<file path="src/rtl/alu_op_sequencer_if.sv">
// Bus bundle between the ALU sequencer and its ROM / ALU / debug environment.
interface alu_op_sequencer_if;
  logic       START;
  logic [7:0] INSTR;
  logic [3:0] PC;
  logic [3:0] ALU_A;
  logic [3:0] ALU_B;
  logic       ALU_M;
  logic       ALU_S1;
  logic       ALU_S0;
  logic [3:0] ALU_F;
  logic       ALU_COUT;
  logic       CARRY;
  logic       BUSY;
  logic       HALTED;
  logic [1:0] DBG_SEL;
  logic [3:0] DBG_REG;

  modport master (
    input  START, INSTR, ALU_F, ALU_COUT, DBG_SEL,
    output PC, ALU_A, ALU_B, ALU_M, ALU_S1, ALU_S0, CARRY, BUSY, HALTED, DBG_REG
  );

  modport slave (
    output START, INSTR, ALU_F, ALU_COUT, DBG_SEL,
    input  PC, ALU_A, ALU_B, ALU_M, ALU_S1, ALU_S0, CARRY, BUSY, HALTED, DBG_REG
  );
endinterface

</file>
<file path="src/rtl/alu_op_sequencer.sv">
// Fetch/decode/writeback sequencer driving an external 4-bit ALU from a
// 4x4 register file, executing 8-bit instructions from a combinational ROM.
module alu_op_sequencer (
  input logic               CLK,
  input logic               RST_N,
  alu_op_sequencer_if.master bus
);

  typedef enum logic [2:0] {
    ST_IDLE,
    ST_FETCH,
    ST_EXEC,
    ST_WB,
    ST_HALTED
  } state_t;

  state_t     state, state_nx;
  logic [3:0] pc;
  logic [7:0] ir;
  logic [3:0] regs [4];
  logic       carry;

  logic       is_alu, is_ldi, is_halt;
  logic [1:0] rd, rb;
  logic       pc_clr, pc_inc, ir_ld, wb_en;

  // Decode is purely from IR, so operands hold steady across EXEC and WB.
  always_comb begin
    is_alu  = ~ir[7];
    is_ldi  = (ir[7:6] == 2'b10);
    is_halt = (ir[7:6] == 2'b11);
    rd      = is_alu ? ir[3:2] : ir[5:4];
    rb      = ir[1:0];
  end

  always_comb begin
    bus.ALU_A = regs[rd];
    bus.ALU_B = regs[rb];
    if (is_alu) {bus.ALU_M, bus.ALU_S1, bus.ALU_S0} = ir[6:4];
    else        {bus.ALU_M, bus.ALU_S1, bus.ALU_S0} = '0;
    bus.PC      = pc;
    bus.CARRY   = carry;
    bus.BUSY    = (state == ST_FETCH) || (state == ST_EXEC) || (state == ST_WB);
    bus.HALTED  = (state == ST_HALTED);
    bus.DBG_REG = regs[bus.DBG_SEL];
  end

  always_ff @(posedge CLK or negedge RST_N) begin
    if (!RST_N) state <= ST_IDLE;
    else        state <= state_nx;
  end

  always_comb begin
    state_nx = state;
    pc_clr   = 1'b0;
    pc_inc   = 1'b0;
    ir_ld    = 1'b0;
    wb_en    = 1'b0;
    case (state)
      ST_IDLE, ST_HALTED: begin
        if (bus.START) begin
          state_nx = ST_FETCH;
          pc_clr   = 1'b1;
        end
      end
      ST_FETCH: begin
        ir_ld    = 1'b1;
        state_nx = ST_EXEC;
      end
      ST_EXEC: begin
        state_nx = is_halt ? ST_HALTED : ST_WB;
      end
      ST_WB: begin
        wb_en    = 1'b1;
        pc_inc   = 1'b1;
        state_nx = ST_FETCH;
      end
      default: state_nx = ST_IDLE;
    endcase
  end

  always_ff @(posedge CLK or negedge RST_N) begin
    if (!RST_N) begin
      pc    <= '0;
      ir    <= '0;
      carry <= 1'b0;
      for (int unsigned i = 0; i < 4; i++) regs[i] <= '0;
    end else begin
      if (pc_clr)      pc <= '0;
      else if (pc_inc) pc <= pc + 4'd1;
      if (ir_ld) ir <= bus.INSTR;
      if (wb_en) begin
        if (is_alu) begin
          regs[rd] <= bus.ALU_F;
          carry    <= bus.ALU_COUT;
        end else if (is_ldi) begin
          regs[rd] <= ir[3:0];
        end
      end
    end
  end

endmodule

</file>
<file path="src/flat_wrapper.sv">
// flat-port wrapper written by rule: the top's interface ports become plain ports
module alu_op_sequencer_flat 
  (CLK, RST_N, bus_START, bus_INSTR, bus_ALU_F, bus_ALU_COUT, bus_DBG_SEL, bus_PC, bus_ALU_A, bus_ALU_B, bus_ALU_M, bus_ALU_S1, bus_ALU_S0, bus_CARRY, bus_BUSY, bus_HALTED, bus_DBG_REG);
  alu_op_sequencer_if bus_i ();
  input logic CLK;
  input logic RST_N;
  input wire logic [$bits(bus_i.START)-1:0] bus_START;
  input wire logic [$bits(bus_i.INSTR)-1:0] bus_INSTR;
  input wire logic [$bits(bus_i.ALU_F)-1:0] bus_ALU_F;
  input wire logic [$bits(bus_i.ALU_COUT)-1:0] bus_ALU_COUT;
  input wire logic [$bits(bus_i.DBG_SEL)-1:0] bus_DBG_SEL;
  output wire logic [$bits(bus_i.PC)-1:0] bus_PC;
  output wire logic [$bits(bus_i.ALU_A)-1:0] bus_ALU_A;
  output wire logic [$bits(bus_i.ALU_B)-1:0] bus_ALU_B;
  output wire logic [$bits(bus_i.ALU_M)-1:0] bus_ALU_M;
  output wire logic [$bits(bus_i.ALU_S1)-1:0] bus_ALU_S1;
  output wire logic [$bits(bus_i.ALU_S0)-1:0] bus_ALU_S0;
  output wire logic [$bits(bus_i.CARRY)-1:0] bus_CARRY;
  output wire logic [$bits(bus_i.BUSY)-1:0] bus_BUSY;
  output wire logic [$bits(bus_i.HALTED)-1:0] bus_HALTED;
  output wire logic [$bits(bus_i.DBG_REG)-1:0] bus_DBG_REG;
  assign bus_i.START = bus_START;
  assign bus_i.INSTR = bus_INSTR;
  assign bus_i.ALU_F = bus_ALU_F;
  assign bus_i.ALU_COUT = bus_ALU_COUT;
  assign bus_i.DBG_SEL = bus_DBG_SEL;
  assign bus_PC = bus_i.PC;
  assign bus_ALU_A = bus_i.ALU_A;
  assign bus_ALU_B = bus_i.ALU_B;
  assign bus_ALU_M = bus_i.ALU_M;
  assign bus_ALU_S1 = bus_i.ALU_S1;
  assign bus_ALU_S0 = bus_i.ALU_S0;
  assign bus_CARRY = bus_i.CARRY;
  assign bus_BUSY = bus_i.BUSY;
  assign bus_HALTED = bus_i.HALTED;
  assign bus_DBG_REG = bus_i.DBG_REG;
  alu_op_sequencer u_core (.CLK(CLK), .RST_N(RST_N), .bus(bus_i));
endmodule
</file>
<file path="config.mk">
export PLATFORM = sky130hd
export DESIGN_NAME = alu_op_sequencer_flat
export DESIGN_NICKNAME = d
export VERILOG_FILES = /design/src/rtl/alu_op_sequencer_if.sv /design/src/rtl/alu_op_sequencer.sv /design/src/flat_wrapper.sv
export SDC_FILE = /design/constraint.sdc
export NUM_CORES = 1
export LEC_CHECK = 0
export BUFFER_PORTS_ARGS = -buffer_cell sky130_fd_sc_hd__buf_2
export CAP_MARGIN = 15
export CORE_MARGIN = 2
export CORE_UTILIZATION = 58
export CTS_CLUSTER_DIAMETER = 150
export CTS_CLUSTER_SIZE = 40
export DETAILED_ROUTE_END_ITERATION = 12
export HOLD_SLACK_MARGIN = 0.1
export PLACE_DENSITY_LB_ADDON = 0.3
export SETUP_SLACK_MARGIN = 0.5
export SLEW_MARGIN = 0
export SYNTH_ARGS = -nofsm -noshare
export SYNTH_HDL_FRONTEND = slang
export SYNTH_SLANG_ARGS = --single-unit
</file>
<file path="constraint.sdc">
create_clock -name CLK -period 4.1 [get_ports CLK]
set_clock_uncertainty 0.1 [all_clocks]
set_input_delay 1.23 -clock CLK [delete_from_list [all_inputs] [get_ports CLK]]
set_output_delay 1.23 -clock CLK [all_outputs]
set_load 0.005 [all_outputs]
</file>
* After elaboration in Yosys (flattened, before gate mapping)
Cells that the tools add are included.
** Storage, ports and cells
- Input bits :: 18
- Logic and storage cells :: 61
- Output and inout port bits :: 22
- Flip-flop bits (word level) :: 32
** Cells by class
- Magnitude comparators :: 4
- Reductions and logical operators :: 8
- Add/sub/neg operators :: 1
- Muxes and demuxes :: 28
- Equal/unequal tests :: 8
- Bitwise logic cells :: 4
** Operator list (number)
- $mux W4 :: 9
- $bwmux W16 :: 2
- $mux W16 :: 2
- $bmux W4 S2 :: 3
- $pmux W3 S4 :: 1
- $ge A3 B3 Y1 const B :: 3
- $not A2 Y3 :: 3
- $demux W4 S2 :: 1
- $mux W1 :: 7
- $eq A3 B2 Y1 const B :: 2
- $mux W3 :: 2
- $add A4 B1 Y4 const B :: 1
- $eq A2 B2 Y1 const B :: 2
- $ne A2 B2 Y1 const B :: 2
- $reduce_and A2 Y1 :: 2
- $eq A3 B1 Y1 const B :: 1
- $eq A3 B3 Y1 const B :: 1
- $logic_not A3 Y1 :: 1
- $lt A3 B1 Y1 const B :: 1
- $logic_or A1 B1 Y1 :: 2
- $mux W2 :: 1
- $reduce_bool A2 Y1 :: 1
- $reduce_or A2 Y1 :: 1
- $logic_and A1 B1 Y1 :: 1
- $not A1 Y1 :: 1

* Depth between registers and ports, before layout
Gate-level depths: netlist of the first run.
- Depth in word-level cells :: 9
- Mapped depth :: 4
- Depth with buffers taken out :: 4

* Worst setup path after synthesis of the first run
OpenSTA, ideal clock, no wires.
- Kind :: input-to-output
- Start :: in bus_DBG_SEL[0]
- End :: out bus_DBG_REG[0]
- Arrival time :: 1.708 ns
- Stages on the path :: 1
- Slack :: 1.062 ns
- Data required time :: 2.770 ns
- Buffers on the path :: 0
- Cell sequence :: mux4_2
** On the way
- Word-level cells in the longest chain between the ends :: 4
** RTL lines
- start, declared :: RTL line flat_wrapper.sv:11 : input wire logic [$bits(bus_i.DBG_SEL)-1:0] bus_DBG_SEL;
- $not A2 Y3 (not written as such) :: RTL line alu_op_sequencer.sv:45 : bus.DBG_REG = regs[bus.DBG_SEL];
- $bmux W4 S2 :: RTL line alu_op_sequencer.sv:45
- $mux W4 (not written as such) (2 in series) :: RTL line alu_op_sequencer.sv:45
- end, declared :: RTL line flat_wrapper.sv:21 : output wire logic [$bits(bus_i.DBG_REG)-1:0] bus_DBG_REG;
No other way between the ends. The select of a mux whose other input is x is not followed.

* Final worst setup path of the first run
Ends and elaborated chain as after synthesis.

==> impl_metrics.toml, run 1 <==
[synth]
netlist.area_leader.share_pct = 43.07
synth_simple_gate_area_share_pct = 12.38
syn-instance-count = 131
synth_xor_area_share_pct = 0
syn_area_sq_um = 1859
ys_async_sr_fraction_pct = 100.0
yosysMostFrequentCell = "dfrtp_1"
yosys_warnings = 0
ys_seq_area_share_pct = 43.07
synthAdderAreaFrac_pct = 0.6729
synth.area.top_cells = "dfrtp_1 43%, mux2_2 16%, mux4_2 15%"
syn_nets = 150
yosys-top-cells-count = "32 x dfrtp_1, 26 x mux2_2, 12 x mux4_2"
synthMuxAreaShare_pct = 34.19
synth_top_family_by_area = "multiplexers"
synth-seq-cells = 32
synth_compound_area_share_pct = 7.066
yosysUniqueCellTypes = 31
dominantRegCellSynth = "dfrtp_1"
syn_area_per_cell_sq_um = 14.19
synth_edf_count = 0
yosys.area.top_type = "dfrtp_1"

[sta]
rsz0062_at_grt = "false"
timing.final.crit_share_pct = 81.98
fmax_mhz = 297.5
worst_pin_slew_ns = 0.7003
setup_viol = 0
fin_tns_setup_ns = 0
fin_hold_ws_ns = 0.4289
timing_hold_violations_final = 0
slew_headroom_pct = 53.31
drv_slew = 0
layout_min_cycle_time_ns = 3.361
fin_ws_ns = 0.7390

[clocking]
clkSinkCount = 32
ctsHoldBuffers = 0
postCtsSetupBuffers = 0
clk_path_buf_depth = 2
cts_root_buf = "clkbuf_4"
htree_levels = 2
cts_tree = "yes"
ctsResizeCount = 0
clk_latency_ns = 0.33
numCtsBuffers = 5
clk_transition_reported_paths_ns = 0.09

[critical_path]
cp_data_arrival_time_ns = 2.03
end_kind = "output pin"
crit-reg2reg-launch = "u_core.ir[7]"
crit_fanout = 4
start_kind = "input port"
critical_path_class = "input port to output pin"
startpoint = "bus_DBG_SEL[0]"
crit_required_ns = 2.77
r2r_setup_slack_ns = 2.19

[route]
routed_via_density = 5.940
drt_iter0_drc = 66
ant_nets = 0
drc = 0
wl_per_cell_um = 16.90
vias = 1283
routed_wl_um = 3651
dr.pass1.iters = 4

[grt]
grt_pass1_vias = 1225
grt_usage_pct = 22.64
grt_start_max_net_pins = 33
grt_pass1_wl_um = 5989
grt.overflow.total = 0
grt_antenna_before_repair = 0

[pwr]
p_leak_nw = 0.9250
power_density_nw_per_um2 = 816.3
irDropWorstVdd_mv = 0.4292

[final_layout]
n_fill_cell = 232
finalInstanceArea_sq_um = 2115
area_delta_synth_final_pct = 13.73
diodes = 0
drive_above_1_share_pct = 56.40
fin_nets = 191

[run_status]
status = "completed"

[worst_hold_path]
hp-start = "u_core.bus.CARRY"
hold_class = "flop to flop"

[floorplanning]
placementRows = 20
core_sq_um = 3053
die_area_sq_um = 3675
initial_core_util_pct = 60.90
die_y_um = 60.62
die_x_um = 60.62
ios = 40

[placement]
dp_hpwl_um = 2649
place_congestion = 0.8053
port_buffers = 39
place_ws_ns = 0.7268
placed_area_sq_um = 2068

[run]
maxCapViolations = 0
## cell type report
type	instances	area, sq um	area share [%]
clock inverter	1	5.005	0.2367
sequential	32	800.8	37.87
clock buffer	6	41.29	1.953
timing repair buffer	40	202.7	9.586
tap	44	55.05	2.604
multi-input combinational	93	1010	47.75
## kinds of logic (layout without fill, tap and decap cells)
family / Yosys count / in the layout
buffers and inverters: 6 / 47
DFF: 32 / 32
muxes: 43 / 43
adders and majority gates: 1 / 1
and+or+nand+nor: 33 / 33
AOI/OAI and AO/OA: 16 / 16
## stage by stage
stage,total power (W),std cells,util (%)
after detailed placement,0.001575,209,67.75
final,0.001726,216,69.26
after CTS,0.001738,216,69.26
after global routing,0.001852,216,69.26
after floorplan,0.001309,131,-
after global placement,0.001526,209,67.75
## sequential cells by signal (all words and copies together), names as in the netlist
register,count
u_core.ir,8
u_core.regs,16
u_core.state,3
u_core.bus.CARRY,1
u_core.bus.PC,4
## layout by cell type, fill, tap and decap left out, types with 2 or more instances in the layout
cell type,netlist,layout
nand3b_1,3,3
nand2b_1,2,2
o211ai_2,3,3
nor3_1,3,3
nor3b_2,2,2
nor2_1,7,7
clkbuf_4,0,5
and4_1,2,2
buf_2,1,39
mux2_4,3,3
o21ai_0,2,2
mux2_2,26,26
mux4_2,12,12
nor2b_1,5,5
and3b_1,2,2
mux2i_2,2,2
a21oi_1,7,7
nor3b_1,2,2
dfrtp_1,32,32
## path summary, 6_finish.rpt
check                              endpoint  depth (start not counted)
max in group asynchronous   u_core.state[2]                          1
hold / removal             u_core.bus.CARRY                          1
min in group asynchronous      u_core.ir[3]                          1
setup / recovery             bus_DBG_REG[0]                          3
hold reg to reg            u_core.bus.CARRY                          1
setup reg to reg             u_core.regs[3]                          4
## power by group
| group | switching [W] | leakage (nW) | internal [W] | total (W) |
|---|---|---|---|---|
| registers | 0.000219 | 0.386 | 0.000464 | 0.000683 |
| clock network | 0.000104 | 0.0281 | 0.0000630 | 0.000167 |
| logic | 0.000335 | 0.511 | 0.000541 | 0.000876 |
## metal layers
metal	track usage, %	up-vias	part of all wire, %
li1	-	589	-
met1	32.34	653	47
met2	33.64	33	48
met3	5.117	8	4.2
met4	9.627	0	1.6
met5	0	-	0
## worst max-delay path, cell delays in order
cell and delay [ns]:
buf_2 0.16, mux4_2 0.50, buf_2 0.14
No activity file was read; power rests on OpenSTA's default activity.
==> inputs of run 2 (changes only) <==
--- a/config.mk
+++ b/config.mk
@@ -8,7 +8,7 @@
 export BUFFER_PORTS_ARGS = -buffer_cell sky130_fd_sc_hd__buf_2
 export CAP_MARGIN = 15
 export CORE_MARGIN = 2
-export CORE_UTILIZATION = 58
+export CORE_UTILIZATION = 49
 export CTS_CLUSTER_DIAMETER = 150
 export CTS_CLUSTER_SIZE = 40
 export DETAILED_ROUTE_END_ITERATION = 12
==> constraint.sdc (replaced) <==
create_clock -name CLK -period 3 [get_ports CLK]
set_clock_uncertainty 0.1 [all_clocks]
set_input_delay 0.9 -clock CLK [delete_from_list [all_inputs] [get_ports CLK]]
set_output_delay 0.9 -clock CLK [all_outputs]
set_load 0.005 [all_outputs]
==> run 2 against run 1 <==
Combinational power increased by 46%. Critical path type is now flop to output pin. Clock power grew 100%. Cell count rose by 2.8%. Hold slack worse by 0.026 ns. Critical path depth grew 1.
==> impl_metrics.toml, run 2 (synthesis gave the netlist of run 1 again) <==
[run_status]
status = "completed"

[sta]
fin_hold_ws_ns = 0.4032
layout_min_cycle_time_ns = 2.739
fin_tns_setup_ns = 0
fmax_mhz = 365.0
drv_slew = 0
slew_headroom_pct = 52.97
timing.final.crit_share_pct = 91.31
worst_pin_slew_ns = 0.7055
rsz0062_at_grt = "true"
fin_ws_ns = 0.2606
timing_hold_violations_final = 0
setup_viol = 0

[critical_path]
cp_data_arrival_time_ns = 1.74
crit_fanout = 4
cp_slowest_cell = "mux4_2"
r2r_setup_slack_ns = 1.04
path_cells = "mux2i_4, buf_12, mux4_2, buf_2"
r2r_end = "u_core.regs[3]"
start_kind = "flop"
crit_required_ns = 2.00
rr_worst_depth = 4
crit-reg2reg-launch = "u_core.ir[7]"
critical_path_class = "flop to output pin"
end_kind = "output pin"
slowest_delay_ns = 0.48

[pwr]
internal_power_w = 0.001626
p_leak_nw = 0.9574
p_sw_w = 0.0009351
power_density_nw_per_um2 = 1155
swShare_pct = 36.51
p_total_w = 0.002561
p_seq_share_pct = 36.9
power_frac_clock_pct = 13.1
irDropWorstVdd_mv = 0.5901
combPwrFrac_pct = 49.9

[floorplanning]
core_sq_um = 3661
die_y_um = 65.60
die_area_sq_um = 4303
die_x_um = 65.60
initial_core_util_pct = 50.79
placementRows = 22
ios = 40

[clocking]
cts_root_buf = "clkbuf_8"
cts_tree = "yes"
htree_levels = 2
clk_path_buf_depth = 2
ctsHoldBuffers = 0
clk_transition_reported_paths_ns = 0.06
numCtsBuffers = 5
clkSinkCount = 32
clk_latency_ns = 0.28

[placement]
dp_hpwl_um = 2744
dp.cells = 213
port_buffers = 39
place_ws_ns = 0.2706
place_congestion = 0.7724

[final_layout]
regMostFlops = "u_core.regs"
n_fill_cell = 284
area_delta_synth_final_pct = 19.25
drive_above_1_share_pct = 58.05
largest_reg_flops = 16
final_cell_mix = "37 x buf_2, 29 x dfrtp_1, 26 x mux2_2"
final_common_cell = "buf_2"
diodes = 0
fin_nets = 192
fin_cells = 222

[grt]
grt.overflow.total = 0
grt_antenna_before_repair = 0
grt_start_max_net_pins = 33
grt_pass1_wl_um = 6348
grt_usage_pct = 19.97
grt_pass1_vias = 1319

[route]
routed_wl_um = 3838
vias = 1278
drt_iter0_drc = 64
drc = 0
ant_nets = 0
routed_via_density = 5.757
wl_per_cell_um = 17.29
dr.pass1.iters = 4

[worst_hold_path]
whs_path_depth = 1
hp-start = "u_core.bus.CARRY"
hold_class = "flop to flop"
min_to = "u_core.bus.CARRY"

[run]
maxCapViolations = 0
[run 2: cell count changes in the layout (fill, tap and decap cells not counted), sizes merged]
cell    change
clkbuf      +2
buf         +1
clkinv      -1
[run 2: worst max path at each step]
stage / startpoint / end / slack, ns
floorplan: bus_DBG_SEL[0] / bus_DBG_REG[0] / 0.62
global placement: bus_DBG_SEL[0] / bus_DBG_REG[0] / 0.28
finish: u_core.ir[7] / bus_ALU_A[3] / 0.26
global route: u_core.ir[7] / bus_ALU_A[3] / 0.20
CTS: u_core.ir[7] / bus_ALU_A[3] / 0.26
detailed placement: bus_DBG_SEL[0] / bus_DBG_REG[0] / 0.27
[run 2: stage by stage]
| stage | area [sq um] | utilization, % |
|---|---|---|
| 2_1_floorplan | 1859 | - |
| 3_3_place_gp | 2073 | 56.63 |
| 3_5_place_dp | 2073 | 56.63 |
| 4_1_cts | 2211 | 60.39 |
| 5_1_grt | 2217 | 60.56 |
| 6_report | 2217 | 60.56 |
[run 2: power groups by stage]
stage               sequential [W]  clock, W  combinational, W
CTS                       0.000946  0.000344           0.00128
floorplan                 0.000813         0          0.000976
finish                    0.000946  0.000337           0.00128
global route              0.000985  0.000363           0.00139
global placement          0.000914         0           0.00118
detailed placement        0.000941         0           0.00122
[run 2: timing repair]
action,in CTS,in global routing
gates cloned,0,0
endpoints found under the setup margin,12,8
buffers inserted,1,0
resized for setup,8,1
[run 2: cell type report]
cell class | instances | area (sq um) | share of cell area, %
clock buffers | 8 | 90.09 | 4.063
flip-flops and latches | 32 | 804.5 | 36.29
well taps | 48 | 60.06 | 2.709
repair buffers | 41 | 244.0 | 11.00
multi-input cells | 93 | 1018 | 45.94
[run 2: layer usage]
| layer | global-route usage, % | wire (um) |
|---|---|---|
| met5 | 0 | 0 |
| met4 | 6.771 | 34 |
| met3 | 5.479 | 217 |
| met2 | 33.67 | 1980 |
| met1 | 24.75 | 1607 |
[run 2: worst max-delay path, delay by kind of cell (launching register included)]
| kind | cells | cell delay, ns |
|---|---|---|
| flip-flops | 1 | 0.43 |
| multiplexers | 2 | 0.75 |
| buffers and inverters | 2 | 0.28 |
